## config.mk

```make
export PLATFORM = sky130hd
export DESIGN_NAME = obi_ext_slave_cut
export DESIGN_NICKNAME = d
export VERILOG_FILES = /design/src/rtl/obi_ext_slave_cut_pkg.sv /design/src/rtl/obi_cut_req_fifo.sv /design/src/rtl/obi_ext_slave_cut.sv
export SDC_FILE = /design/constraint.sdc
export NUM_CORES = 1
export LEC_CHECK = 0
export BUFFER_PORTS_ARGS = -buffer_cell sky130_fd_sc_hd__buf_2
export CAP_MARGIN = 5
export CORE_MARGIN = 2
export CORE_UTILIZATION = 30
export CTS_BUF_LIST = sky130_fd_sc_hd__clkbuf_8
export DETAILED_ROUTE_END_ITERATION = 16
export PLACE_DENSITY_LB_ADDON = 0.05
export SYNTH_ARGS = -nofsm -noshare
export SYNTH_HDL_FRONTEND = slang
export SYNTH_SLANG_ARGS = --single-unit
```

## constraint.sdc

```tcl
create_clock -name clk_i -period 3.1 [get_ports clk_i]
set_input_delay 0.31 -clock clk_i [delete_from_list [all_inputs] [get_ports clk_i]]
set_output_delay 0.31 -clock clk_i [all_outputs]
set_load 0.05 [all_outputs]
```

## src/rtl/obi_ext_slave_cut_pkg.sv

```systemverilog
// Shared types and sizing constants for the registered OBI cut toward the external slave.
// The request payload is everything but req: {we, be, addr, wdata}.
package obi_ext_slave_cut_pkg;

    localparam int EXT_CUT_REQ_DEPTH       = 2;
    localparam int EXT_CUT_MAX_OUTSTANDING = 4;
    localparam int OBI_PAYLOAD_W           = 1 + 4 + 32 + 32;

    typedef struct packed {
        logic        req;
        logic        we;
        logic [3:0]  be;
        logic [31:0] addr;
        logic [31:0] wdata;
    } obi_req_t;

    typedef struct packed {
        logic        gnt;
        logic        rvalid;
        logic [31:0] rdata;
    } obi_resp_t;

    typedef logic [OBI_PAYLOAD_W-1:0] obi_payload_t;

    function automatic obi_payload_t pack_payload(input obi_req_t r);
        return {r.we, r.be, r.addr, r.wdata};
    endfunction

endpackage

```

## src/rtl/obi_cut_req_fifo.sv

```systemverilog
// Synchronous request-payload FIFO for the OBI cut; no fall-through, so a push into
// an empty FIFO shows up on data_o one cycle later.
module obi_cut_req_fifo #(
    parameter int DEPTH = 2,
    parameter int WIDTH = 69
) (
    input  logic             clk_i,
    input  logic             rst_i,
    input  logic             push,
    input  logic             pop,
    input  logic [WIDTH-1:0] data_i,
    output logic [WIDTH-1:0] data_o,
    output logic             full,
    output logic             empty
);

    localparam int PTR_W = (DEPTH > 1) ? $clog2(DEPTH) : 1;
    localparam int CNT_W = $clog2(DEPTH + 1);

    logic [WIDTH-1:0] mem [DEPTH];
    logic [PTR_W-1:0] wr_ptr;
    logic [PTR_W-1:0] rd_ptr;
    logic [CNT_W-1:0] count;
    logic             do_push;
    logic             do_pop;

    function automatic logic [PTR_W-1:0] next_ptr(input logic [PTR_W-1:0] p);
        if (p == PTR_W'(DEPTH - 1)) begin
            return '0;
        end
        return p + PTR_W'(1);
    endfunction

    assign full    = (count == CNT_W'(DEPTH));
    assign empty   = (count == '0);
    assign do_push = push & ~full;
    assign do_pop  = pop & ~empty;
    assign data_o  = mem[rd_ptr];

    always_ff @(posedge clk_i) begin
        if (rst_i) begin
            wr_ptr <= '0;
            rd_ptr <= '0;
            count  <= '0;
        end else begin
            if (do_push) begin
                wr_ptr <= next_ptr(wr_ptr);
            end
            if (do_pop) begin
                rd_ptr <= next_ptr(rd_ptr);
            end
            case ({do_push, do_pop})
                2'b10:   count <= count + CNT_W'(1);
                2'b01:   count <= count - CNT_W'(1);
                default: count <= count;
            endcase
        end
    end

    // Storage carries no reset; empty gates every use of data_o.
    always_ff @(posedge clk_i) begin
        if (do_push) begin
            mem[wr_ptr] <= data_i;
        end
    end

endmodule

```

## src/rtl/obi_ext_slave_cut.sv

```systemverilog
// Registered OBI slice toward the external slave: buffers requests, registers responses,
// bounds in-flight transactions and flags responses that arrive with nothing outstanding.
module obi_ext_slave_cut
    import obi_ext_slave_cut_pkg::*;
#(
    parameter int REQ_DEPTH       = 2,
    parameter int MAX_OUTSTANDING = 4
) (
    input  logic      clk_i,
    input  logic      rst_i,
    input  obi_req_t  slv_req_i,
    output obi_resp_t slv_resp_o,
    output obi_req_t  mst_req_o,
    input  obi_resp_t mst_resp_i,
    output logic      err_o
);

    localparam int CNT_W = $clog2(MAX_OUTSTANDING + 1);

    logic [CNT_W-1:0]  up_cnt;
    logic [CNT_W-1:0]  dn_cnt;
    logic              rvalid_q;
    logic [31:0]       rdata_q;
    logic              err_q;

    logic              fifo_full;
    logic              fifo_empty;
    obi_payload_t      fifo_head;

    logic              up_hs;
    logic              dn_hs;
    logic              rsp_ok;
    logic              rsp_spurious;

    // Grant looks only at registered state and the upstream req, never at mst_resp_i.
    assign up_hs        = slv_req_i.req & ~fifo_full & (up_cnt < CNT_W'(MAX_OUTSTANDING));
    assign dn_hs        = ~fifo_empty & mst_resp_i.gnt;
    assign rsp_ok       = mst_resp_i.rvalid & (dn_cnt != '0);
    assign rsp_spurious = mst_resp_i.rvalid & (dn_cnt == '0);

    obi_cut_req_fifo #(
        .DEPTH (REQ_DEPTH),
        .WIDTH (OBI_PAYLOAD_W)
    ) u_req_fifo (
        .clk_i  (clk_i),
        .rst_i  (rst_i),
        .push   (up_hs),
        .pop    (dn_hs),
        .data_i (pack_payload(slv_req_i)),
        .data_o (fifo_head),
        .full   (fifo_full),
        .empty  (fifo_empty)
    );

    always_ff @(posedge clk_i) begin
        if (rst_i) begin
            up_cnt   <= '0;
            dn_cnt   <= '0;
            rvalid_q <= 1'b0;
            rdata_q  <= '0;
            err_q    <= 1'b0;
        end else begin
            if (up_hs && !rvalid_q) begin
                up_cnt <= up_cnt + CNT_W'(1);
            end else if (!up_hs && rvalid_q) begin
                up_cnt <= up_cnt - CNT_W'(1);
            end

            if (dn_hs && !rsp_ok) begin
                dn_cnt <= dn_cnt + CNT_W'(1);
            end else if (!dn_hs && rsp_ok) begin
                dn_cnt <= dn_cnt - CNT_W'(1);
            end

            rvalid_q <= rsp_ok;
            if (rsp_ok) begin
                rdata_q <= mst_resp_i.rdata;
            end

            // Sticky until reset: a late response from before a reset also lands here.
            if (rsp_spurious) begin
                err_q <= 1'b1;
            end
        end
    end

    always_comb begin
        slv_resp_o        = '0;
        slv_resp_o.gnt    = up_hs;
        slv_resp_o.rvalid = rvalid_q;
        slv_resp_o.rdata  = rdata_q;

        mst_req_o       = '0;
        mst_req_o.req   = ~fifo_empty;
        mst_req_o.we    = fifo_head[68];
        mst_req_o.be    = fifo_head[67:64];
        mst_req_o.addr  = fifo_head[63:32];
        mst_req_o.wdata = fifo_head[31:0];
    end

    assign err_o = err_q;

endmodule

```

* Word level (Yosys, flattened, before mapping)
Memory sizes are Yosys's and may differ from the RTL's. A register that Yosys moved wholly into a read port is not among the register bits.
Cells that the tools add are included.
** Word-level totals
- Memory bits (writable) :: 138
- Bits of input ports :: 106
- Memories :: 1
- Flip-flop bits (word level) :: 44
- Word-level logic and storage cells :: 63
- Output and inout port bits :: 105
** Cells by class
- Equal/unequal tests :: 3
- $add $sub $neg :: 8
- Reduce and logical (&&, ||, !) cells :: 14
- Bitwise logic cells :: 9
- Mux-type cells :: 19
- Order comparisons :: 1
** Memories
- u_req_fifo.mem :: depth 2, bits a word 69, read ports 1, clocked after memory_dff 1, wr ports 1, RTL line obi_cut_req_fifo.sv:20 : logic [WIDTH-1:0] mem [DEPTH];
** Operators by type and width (count)
- 1-bit two-way mux :: 14
- 3-bit two-way mux :: 4
- 1-bit AND :: 7
- 3-bit by 1-bit adder with 3-bit output, second input constant :: 2
- 2-bit nonzero test :: 3
- 3-bit by 1-bit subtractor with 3-bit output, second input constant :: 2
- 2-bit == test, second input constant :: 2
- 1-bit logical AND :: 4
- 1-bit zero test :: 4
- 2-bit one-hot mux with 2 select lines :: 1
- 3-bit zero test :: 1
- 3-bit less-than comparator, second input constant :: 1
- 3-bit nonzero test :: 1
- 1-bit adder, second input constant :: 2
- 2-bit by 1-bit adder with 2-bit output, second input constant :: 1
- 2-bit by 1-bit == test with 1-bit output, second input constant :: 1
- 2-bit zero test :: 1
- 1-bit inverter :: 2
- 2-bit by 1-bit subtractor with 2-bit output, second input constant :: 1

* Depth between registers and ports, before layout
Gate-level depths: netlist (run 1).
- Depth in word-level cells :: 9
- Mapped depth :: 9
- Depth with buffers taken out :: 8

* Modules after synthesis
A second synthesis (run 1) with hierarchy kept.
** Second synthesis, totals
- Cell total of the unflattened synthesis :: 421
- Area, all modules :: 6757.7 µm²
** Modules (own cells, without submodules)
- obi_cut_req_fifo :: times used 1, area each 5190.0 µm², cells each 241, seq. area each 4244.1 µm²
- obi_ext_slave_cut :: times used 1, area each 1567.8 µm², cells each 180, seq. area each 800.8 µm²

* Worst setup path after synthesis (run 1)
No wires, ideal clock.
- Path type :: reg-to-reg
- Start point :: register up_cnt[2]
- End point :: memory u_req_fifo.mem[1][0], enable pin
- Clock period less this slack :: 2730 ps
- Setup time :: 435 ps
- Data required time :: 2665 ps
- Path slack :: 370 ps
- Cell stages (with the launch flop) :: 4
- Data arrival time :: 2296 ps
- Path buffers :: 0
- Cell sequence :: dfxtp_1 nand2b_1 nor2_1 and2_1
** On the way
- Longest elaborated chain between the ends :: 5
** Ends and longest elaborated chain
- from (decl) :: RTL line obi_ext_slave_cut.sv:20 : logic [CNT_W-1:0] up_cnt;
- from (signal assigned) :: RTL line obi_ext_slave_cut.sv:64 : up_cnt <= up_cnt + CNT_W'(1);
- from (signal assigned) :: RTL line obi_ext_slave_cut.sv:66 : up_cnt <= up_cnt - CNT_W'(1);
- 3-bit less-than comparator :: RTL line obi_ext_slave_cut.sv:36 : assign up_hs = slv_req_i.req & ~fifo_full & (up_cnt < CNT_W'(MAX_OUTSTANDING));
- 1-bit AND :: RTL line obi_ext_slave_cut.sv:36
- via u_req_fifo.push :: RTL line obi_cut_req_fifo.sv:9 : input logic push,
- 1-bit AND :: RTL line obi_cut_req_fifo.sv:36 : assign do_push = push & ~full;
- 1-bit two-way mux :: RTL line obi_cut_req_fifo.sv:62 : if (do_push) begin
- 1-bit two-way mux (implied by the code) :: RTL line obi_cut_req_fifo.sv:63 : mem[wr_ptr] <= data_i;
- to (decl) :: RTL line obi_cut_req_fifo.sv:20
The timed path passes the listed nets, and every way through them passes these cells.

* Worst setup path after layout (run 1)
- Start point :: register dn_cnt[0]
- End point :: register dn_cnt[2]
** On the way
- Longest elaborated chain between the ends :: 5
- Elaborated cells between the ends (all ways) :: 10
- Classes of those cells :: add/sub: 2; mux: 2; bitwise: 1; reduce/logical: 5
** Ends and longest elaborated chain
- from (decl) :: RTL line obi_ext_slave_cut.sv:21 : logic [CNT_W-1:0] dn_cnt;
- from (signal assigned) :: RTL line obi_ext_slave_cut.sv:70 : dn_cnt <= dn_cnt + CNT_W'(1);
- from (signal assigned) :: RTL line obi_ext_slave_cut.sv:72 : dn_cnt <= dn_cnt - CNT_W'(1);
- branches (longest 5 deep; another with 3-bit by 1-bit subtractor with 3-bit output)
Several ways; the timed one is not identified. The select of a mux whose other input is x is not followed.
A chain may end at the register's enable or synchronous reset.

==> Flow_metrics.wiki, run 1 <==
{| class="wikitable"
! Metric !! Value
|-
| Via count of the first global-routing pass || ~4300
|-
| Pwr dens || approximately 990 nW/um^2
|-
| First element of the critical path || dn_cnt[0]
|-
| Post-synthesis cell type count || 26
|-
| Register clock-pin slew on the reported worst setup and hold paths || 0.10 ns
|-
| Die height || 153 um
|-
| GRT Resource Usage Total || 12.4%
|-
| Family of cells with the greatest summed delay on the critical path || compound AO/OA/AOI/OAI gates
|-
| Final worst slack || 0.575 ns
|-
| Beginning of the worst register-to-register path || dn_cnt[0]
|-
| Commonest non-fill, non-tap cells in the layout || 210 x sky130_fd_sc_hd__buf_2, 138 x sky130_fd_sc_hd__edfxtp_1, 69 x sky130_fd_sc_hd__mux2_2
|-
| Outcome || complete, no violations
|-
| Antenna-violating nets left || 0
|-
| Mean cell area of the mapped netlist || 16.0 um^2
|-
| Level count of the clock H-tree || 4
|-
| Critical path's largest stage delay || 0.50 ns
|-
| Antenna diodes || 0
|-
| DR DRC count || 0
|-
| Yosys reg bits || 183
|-
| CTS max path bufs || 2
|-
| Gate power share || 39.6%
|-
| Fmax || approximately 400 MHz
|-
| Post-CTS Setup Bufs || 0
|-
| GP Congestion || 0.720
|-
| Wirelength per Cell || 15.6 um
|-
| Area of the multi-input gates || approximately 1500 um^2
|-
| Layer carrying the most global-route usage || met2
|-
| Type of the worst min-delay path || in2reg
|-
| Share of cells above drive strength 1 || approximately half
|-
| Area of the mapped netlist || 6690 um^2
|-
| Library cell contributing the largest single delay on the critical path || sky130_fd_sc_hd__o31a_4
|-
| Ordered list of cells on the worst path || o31a_4, clkinv_4, ha_1, inv_1, fa_1, xor2_1, or3_1, a21oi_1
|-
| Yosys warning count || 0
|-
| Final setup vio count || 0
|-
| Maximum fanout along the worst path || 34
|-
| Worst-Margin Slew || 0.820 ns
|-
| Req. time, crit path || 3.46 ns
|-
| Internal Pwr Total || 4.97 mW
|-
| First-pass GRT wire length || 22800 um
|-
| Maximum VDD drop || 0.279 mV
|-
| Final WL || 14600 um
|-
| Leakage power figure || 3.32 nW
|-
| Number of I/O pins || 211
|-
| Kind of start point of the critical path || register
|-
| Worst slew margin relative to its limit || 45.4%
|-
| Met3 layer usage reported by global route || 5.30%
|-
| Global route total overflow || 0
|-
| Global-route met2 utilization || 20.9%
|-
| Number of antenna violations at the first check in global routing || 2
|-
| Count of final max-slew check failures || 0
|-
| Met1 usage in global routing || between 10% and 20%
|-
| Type of the worst setup path || reg2reg
|-
| Effective utilization at floorplan || between 30% and 40%
|-
| Switching Power || 3.49 mW
|-
| Post-synthesis sequential area ratio || 75.4%
|-
| Area of the die || 23500 um^2
|-
| Final worst path period need || 2.52 ns
|-
| Post-placement worst setup slack || 0.591 ns
|-
| Skew-Pair Late Insertion Delay || 0.44 ns
|-
| Total instance count after detailed placement || 892
|-
| Hold path start || slv_req_i[25]
|-
| Number of buffers created by CTS || 17
|-
| CTS tree || built
|-
| Fill cell count || 2170
|-
| Number of violations of the max-capacitance limit || 0
|-
| Summed negative setup slack over all endpoints || 0 ns
|-
| Number of vias per cell || between 4 and 5
|-
| Unrepaired setup endpoints after global routing || false
|-
| Synthesized Nets || 530
|-
| Detailed placement HPWL || roughly 9700 um
|-
| Kind of capture point of the worst setup path || register
|-
| Area occupied by registers || 5050 um^2
|-
| Reg2reg setup slack || 0.58 ns
|-
| Count of buffer and inverter cells on the critical path || 2
|-
| Worst setup skew after layout || 0.0169 ns
|-
| Post-route clock period utilization || 81.4%
|-
| Maximum number of pins on one net before global-route repair || 70
|-
| Nets@finish || ~750
|-
| Growth of design area from synthesis to finish || 28.1%
|-
| CTS-repair resized insts || 0
|-
| FP Rows || 54
|-
| Net Sw Frac || a little over 40%
|-
| DRT Pass-1 Iters || 4
|-
| Area of the core || 21900 um^2
|-
| Floorplan die width || 153 um
|-
| Number of DRC markers after the initial detailed-route iteration || between 150 and 200
|-
| Data arrival time of the critical path || 2.89 ns
|-
| Tightest hold margin || 0.0501 ns
|-
| Synthesized netlist cell count || 419
|-
| Most frequent standard cell in the layout excluding fill and tap cells || sky130_fd_sc_hd__buf_2
|-
| Via count || a little over 4000
|-
| Final cell count without fillers || roughly 930
|-
| Count of buffers inserted at the top-level ports || 210
|-
| Clock share of power || 20.7%
|-
| Count of final hold-check violations || 0
|-
| Proportion of power drawn by flip-flops and latches || 39.7%
|-
| Clock root buffer || sky130_fd_sc_hd__clkbuf_8
|-
| Clock sink total || roughly 180
|}
## power groups by stage
stage | combinational [mW] | sequential (mW) | clock [mW]
after floorplan | 2.39 | 3.64 | 0
after global placement | 3.37 | 3.40 | 0
after detailed placement | 3.40 | 3.42 | 0
after CTS | 3.40 | 3.37 | 1.83
after global routing | 3.56 | 3.42 | 1.92
final | 3.35 | 3.36 | 1.75
## flip-flops by register name (all words and copies together) (netlist names), named ones only
name / flops
up_cnt: 3
rvalid_q: 1
u_req_fifo.count: 2
u_req_fifo.rd_ptr: 1
dn_cnt: 3
err_o: 1
u_req_fifo.mem: 138
rdata_q: 32
u_req_fifo.wr_ptr: 1
## final cells by class
cell class              count  share of cell area [%]
flip-flops and latches    183                    58.9
multi-input cells         209                    17.5
repair buffers            224                    14.2
well taps                 280                    4.08
clock buffers              17                    2.73
clock inverters            14                    2.29
inverters                   6                   0.321
## cell usage after synthesis
cell type / instances / area, um^2
sky130_fd_sc_hd__fa_1: 2 / 40.0
sky130_fd_sc_hd__or3_1: 4 / 25.0
sky130_fd_sc_hd__and2_1: 1 / 6.26
sky130_fd_sc_hd__o31a_4: 1 / 17.5
sky130_fd_sc_hd__buf_2: 8 / 40.0
sky130_fd_sc_hd__clkinv_4: 1 / 8.76
sky130_fd_sc_hd__nor2_1: 10 / 37.5
sky130_fd_sc_hd__inv_1: 5 / 18.8
sky130_fd_sc_hd__o21a_1: 1 / 7.51
sky130_fd_sc_hd__xor2_1: 5 / 43.8
sky130_fd_sc_hd__clkbuf_1: 7 / 26.3
sky130_fd_sc_hd__xnor2_1: 2 / 17.5
sky130_fd_sc_hd__nor2b_1: 1 / 6.26
sky130_fd_sc_hd__buf_4: 3 / 22.5
sky130_fd_sc_hd__nand2b_1: 1 / 6.26
sky130_fd_sc_hd__dfxtp_1: 45 / 901
sky130_fd_sc_hd__or2_2: 1 / 6.26
sky130_fd_sc_hd__ha_1: 3 / 37.5
sky130_fd_sc_hd__buf_6: 3 / 33.8
sky130_fd_sc_hd__nor3_1: 1 / 5.00
sky130_fd_sc_hd__nand2_1: 64 / 240
sky130_fd_sc_hd__edfxtp_1: 138 / 4140
sky130_fd_sc_hd__mux2_2: 69 / 777
sky130_fd_sc_hd__mux2i_1: 2 / 20.0
sky130_fd_sc_hd__a21oi_1: 37 / 185
sky130_fd_sc_hd__o21ai_0: 4 / 20.0
## worst register-to-register path, cell delays in order, from the launching register on
cell	delay, ns
sky130_fd_sc_hd__dfxtp_1	0.38
sky130_fd_sc_hd__o31a_4	0.50
sky130_fd_sc_hd__clkinv_4	0.26
sky130_fd_sc_hd__ha_1	0.24
sky130_fd_sc_hd__inv_1	0.06
sky130_fd_sc_hd__fa_1	0.37
sky130_fd_sc_hd__xor2_1	0.16
sky130_fd_sc_hd__or3_1	0.32
sky130_fd_sc_hd__a21oi_1	0.14
## per-layer routing
| layer | part of all wire [%] | wire length [um] |
|---|---|---|
| met1 | 42 | 6060 |
| met2 | 49 | 7080 |
| met3 | 8.6 | 1250 |
| met4 | 1.2 | 170 |
| met5 | 0.089 | 13 |
## cell families after synthesis
kind of cell	after synthesis	synth area share, %
XOR/XNOR	7	0.916
buffers and inverters	27	2.24
adder cells (fa/ha/maj)	5	1.16
flip-flops	183	75.4
multiplexers	71	11.9
AO/OA/AOI/OAI	43	3.44
AND/OR/NAND/NOR	83	4.97
## per-stage QoR
stage,instance area [um^2],util (%),total power [mW]
6_report,8580,39.2,8.46
5_1_grt,8580,39.2,8.90
4_1_cts,8480,38.7,8.61
3_5_place_dp,8050,36.8,6.82
3_3_place_gp,8050,36.8,6.77
2_1_floorplan,6690,-,6.04
## final timing paths
path / end / depth (start not counted)
max reg2reg: dn_cnt[2] / 8
max: dn_cnt[2] / 8
min: u_req_fifo.mem[0][25] / 1
min reg2reg: rdata_q[25] / 2
## what timing repair did
item / in CTS / in global routing
endpoints found under the setup margin: 0 / 0
hold endpoints to repair: 0 / 18
hold buffers: 0 / 10
No activity file was read; power rests on OpenSTA's default activity.
==> run 2: changes to the inputs <==
- ABC_AREA: unset -> 1
- clock period: 3.1 -> 2.12 ns (I/O delays scaled with it)
==> run 2 against run 1 <==
  * Global-route usage increased by 0.55 points
  * Final cell count increased by 20%
  * Clock power increased by 39%
  * Register-to-register slack got worse by 0.32 ns
  * Via count increased by 16%
  * Die area increased by 6.0%
  * Count of clock-buffer cells in the layout unchanged
  * Area after synthesis increased by 6.1%
  * Critical endpoint is now mst_req_o[18]
  * Synthesized cell count increased by 22%
  * Worst hold slack improved by 0.0047 ns
  * Routed wire length increased by 13%
==> Flow_metrics.wiki, run 2 <==
{| class="wikitable"
! Metric !! Value
|-
| Largest registers in the final layout || u_req_fifo.mem: 138 flops, rdata_q: 32 flops (unchanged)
|-
| Pwr dens || 1370 nW/um^2 (was 986 nW/um^2)
|-
| Leakage power figure || 4.01 nW (was 3.32 nW)
|-
| Number of I/O pins || 211 (unchanged)
|-
| GRT Resource Usage Total || 13.0% (was 12.4%)
|-
| Post-synthesis cell type count || 22 (was 26)
|-
| Via count || 4759 (was 4110)
|-
| Yosys warning count || 0 (unchanged)
|-
| Maximum fanout along the worst path || 33 (was 34)
|-
| Proportion of synthesized area in mux cells || 11.5% (was 11.9%)
|-
| GP Congestion || 0.697 (was 0.720)
|-
| Count of buffer and inverter cells on the critical path || 2 (unchanged)
|-
| Share of cells above drive strength 1 || 40.4% (was 48.7%)
|-
| Nets@finish || 903 (was 752)
|-
| Number of violations of the max-capacitance limit || 0 (unchanged)
|-
| Antenna diodes || 0 (unchanged)
|-
| Unrepaired setup endpoints after global routing || false (unchanged)
|-
| Final cell utilization of the core || 41.3% (was 39.2%)
|-
| Maximum VDD drop || 0.934 mV (was 0.279 mV)
|-
| Level count of the clock H-tree || 4 (unchanged)
|-
| Power consumption || 13.2 mW (was 8.46 mW)
|-
| FP Rows || 56 (was 54)
|-
| Kind of capture point of the worst setup path || output port (was register)
|-
| Ordered list of cells on the worst path || clkbuf_16, mux2_2, buf_2 (was o31a_4, clkinv_4, ha_1, inv_1, fa_1, xor2_1, or3_1, a21oi_1)
|-
| CTS tree || built (unchanged)
|-
| Post-synthesis async set-or-reset flop share || 0% (unchanged)
|-
| Number of buffers created by CTS || 17 (unchanged)
|-
| Number of DRC markers after the initial detailed-route iteration || 112 (was 176)
|-
| Req. time, crit path || 1.91 ns (was 3.46 ns)
|-
| Post-route clock period utilization || 92.9%
|-
| Combinational family with the most area after synthesis || multiplexers (unchanged)
|-
| Count of final hold-check violations || 0 (unchanged)
|-
| Synth Area in Compound Gates || 2.92% (was 3.44%)
|-
| Worst slew margin relative to its limit || 57.9% (was 45.4%)
|-
| Floorplan die width || 158 um (was 153 um)
|-
| Global route total overflow || 0 (unchanged)
|-
| Fmax || 508 MHz
|-
| Final setup vio count || 0 (unchanged)
|-
| Synthesized netlist cell count || 513 (was 419)
|-
| Outcome || complete, no violations (unchanged)
|-
| Kind of start point of the critical path || register (unchanged)
|-
| DR DRC count || 0 (unchanged)
|-
| Number of flip-flops under the largest register name || 138 (unchanged)
|-
| Wirelength per Cell || 14.6 um (was 15.6 um)
|-
| Register name with the most flops || u_req_fifo.mem (unchanged)
|-
| Summed negative setup slack over all endpoints || 0 ns (unchanged)
|-
| Adder and majority cell fraction of the synthesized area || 1.09% (was 1.16%)
|-
| Post-CTS Setup Bufs || 0 (unchanged)
|-
| Area of the die || 24900 um^2 (was 23500 um^2)
|-
| Maximum number of pins on one net before global-route repair || 70 (unchanged)
|-
| Mean cell area of the mapped netlist || 13.8 um^2 (was 16.0 um^2)
|-
| Commonest non-fill, non-tap cells in the layout || 210 x sky130_fd_sc_hd__buf_2, 138 x sky130_fd_sc_hd__edfxtp_1, 70 x sky130_fd_sc_hd__dlygate4sd3_1 (was 210 x sky130_fd_sc_hd__buf_2, 138 x sky130_fd_sc_hd__edfxtp_1, 69 x sky130_fd_sc_hd__mux2_2)
|-
| Count of final max-slew check failures || 0 (unchanged)
|-
| Leading cell type by number of instances after synthesis || sky130_fd_sc_hd__edfxtp_1 (unchanged)
|-
| Fill cell count || 2278 (was 2170)
|-
| Top cells by area, synth || sky130_fd_sc_hd__edfxtp_1 58%, sky130_fd_sc_hd__dfxtp_1 13%, sky130_fd_sc_hd__mux2_2 9.4% (was sky130_fd_sc_hd__edfxtp_1 62%, sky130_fd_sc_hd__dfxtp_1 13%, sky130_fd_sc_hd__mux2_2 12%)
|-
| Parity-gate share of the synthesized area counting xor and xnor cells || 0.247% (was 0.916%)
|-
| Die height || 158 um (was 153 um)
|-
| Worst-Margin Slew || 0.631 ns (was 0.820 ns)
|-
| Library cell with the largest summed area after synthesis || sky130_fd_sc_hd__edfxtp_1 (unchanged)
|-
| First-pass GRT wire length || 24800 um (was 22800 um)
|-
| Synth Area in Simple Gates || 7.96% (was 4.97%)
|-
| Synthesized Nets || 624 (was 530)
|-
| Family of cells with the greatest summed delay on the critical path || buffers and inverters (was compound AO/OA/AOI/OAI gates)
|-
| Data arrival time of the critical path || 1.76 ns (was 2.89 ns)
|-
| Critical path's largest stage delay || 0.42 ns (was 0.50 ns)
|-
| Growth of design area from synthesis to finish || 35.6% (was 28.1%)
|-
| Number of synthesized flops with an enable pin || 138 (unchanged)
|-
| Top cells by count, synth || 138 x sky130_fd_sc_hd__edfxtp_1, 59 x sky130_fd_sc_hd__mux2_2, 48 x sky130_fd_sc_hd__inv_1, 47 x sky130_fd_sc_hd__nand2_1, 46 x sky130_fd_sc_hd__nor2_1 (was 138 x sky130_fd_sc_hd__edfxtp_1, 69 x sky130_fd_sc_hd__mux2_2, 64 x sky130_fd_sc_hd__nand2_1, 45 x sky130_fd_sc_hd__dfxtp_1, 37 x sky130_fd_sc_hd__a21oi_1)
|-
| Yosys reg bits || 183 (unchanged)
|-
| Number of antenna violations at the first check in global routing || 0 (was 2)
|-
| Tightest hold margin || 0.0549 ns (was 0.0501 ns)
|-
| Effective utilization at floorplan || 30.4% (was 30.6%)
|-
| Antenna-violating nets left || 0 (unchanged)
|-
| Dominant register cell in the synthesized netlist || sky130_fd_sc_hd__edfxtp_1 (unchanged)
|-
| Count of buffers inserted at the top-level ports || 210 (unchanged)
|-
| Fraction of post-synthesis cell area in the top cell type by area || 58.3% (was 61.9%)
|-
| Skew-Pair Late Insertion Delay || 0.45 ns (was 0.44 ns)
|-
| Type of the worst setup path || reg2out (was reg2reg)
|-
| Area of the core || 23300 um^2 (was 21900 um^2)
|-
| CTS max path bufs || 2 (unchanged)
|-
| Final WL || 16500 um (was 14600 um)
|-
| Register clock-pin slew on the reported worst setup and hold paths || 0.10 ns (about the same)
|-
| Post-synthesis sequential area ratio || 71.0% (was 75.4%)
|-
| Detailed placement HPWL || 10400 um (was 9710 um)
|-
| DRT Pass-1 Iters || 4 (unchanged)
|-
| Library cell contributing the largest single delay on the critical path || sky130_fd_sc_hd__dfxtp_4 (was sky130_fd_sc_hd__o31a_4)
|-
| Clock sink total || 183 (unchanged)
|-
| Final worst path period need || around 2.0 ns
|-
| Clock root buffer || sky130_fd_sc_hd__clkbuf_8 (unchanged)
|-
| Via count of the first global-routing pass || 4951 (was 4260)
|-
| Worst setup skew after layout || 0.0193 ns (was 0.0169 ns)
|-
| Number of vias per cell || 4.23 (was 4.41)
|-
| Area of the mapped netlist || 7100 um^2 (was 6690 um^2)
|-
| Type of the worst min-delay path || in2reg (unchanged)
|-
| Most frequent standard cell in the layout excluding fill and tap cells || sky130_fd_sc_hd__buf_2 (unchanged)
|}
==> run 2: worst paths after layout <==
kind	startpoint	end	slack (ns)	cells after the start
setup / recovery	register	mst_req_o[18]	0.15	3
hold / removal	mst_resp_i[32]	rvalid_q	0.05	3
setup reg to reg	u_req_fifo.count[0]	up_cnt[2]	0.26	13
hold reg to reg	err_o	err_o	0.46	2
==> run 2: kinds of logic after synthesis <==
group	after synthesis
multiplexers	69
AO/OA/AOI/OAI	41
buffers and inverters	78
adder cells (fa/ha/maj)	5
AND/OR/NAND/NOR	135
XOR/XNOR	2
flip-flops	183
==> run 2: through the flow <==
| stage | setup slack [ns] | cells | instance area, um^2 |
|---|---|---|---|
| CTS | 0.000604 | 1123 | 9600 |
| global placement | 0.361 | 1021 | 8490 |
| floorplan | 0.0131 | 513 | 7130 |
| detailed placement | 0.277 | 1021 | 8490 |
| global route | 0.0629 | 1124 | 9640 |
| finish | 0.151 | 1124 | 9640 |
==> run 2: repair_timing <==
| action | 4_1_cts | 5_1_grt |
|---|---|---|
| endpoints found under the setup margin | 0 | 47 |
| endpoints found under the hold margin | 142 | 0 |
| gates resized for setup | 0 | 1 |
| hold buffers | 70 | 0 |
==> run 2: where the power goes <==
group / switching (mW) / internal, mW / total [mW]
logic: 4.16 / 1.60 / 5.77
clock network: 1.26 / 1.17 / 2.44
registers: 0.274 / 4.73 / 5.01
==> run 2: tightest hold or removal path, cell delays in order <==
cell and delay, ns:
sky130_fd_sc_hd__buf_2 0.12, sky130_fd_sc_hd__nand2_1 0.09, sky130_fd_sc_hd__nor2_1 0.05
==> run 2: layer usage <==
metal / GRT usage [%] / share of wire, % / vias up
met5: 0 / 0 / -
met4: 4.89 / 1.8 / 0
met3: 4.22 / 7.0 / 17
met2: 22.8 / 49 / 137
met1: 14.6 / 42 / 2262
li1: - / - / 2343
==> run 2: area by class of cell <==
cell class	instances	area, um^2	share of cell area, %
Sequential cell	183	5050	52.4
Timing Repair Buffer	288	1870	19.5
Multi-Input combinational cell	252	1720	17.8
Tap cell	319	399	4.14
Clock buffer	17	234	2.43
Inverter	50	188	1.95
Clock inverter	15	176	1.83
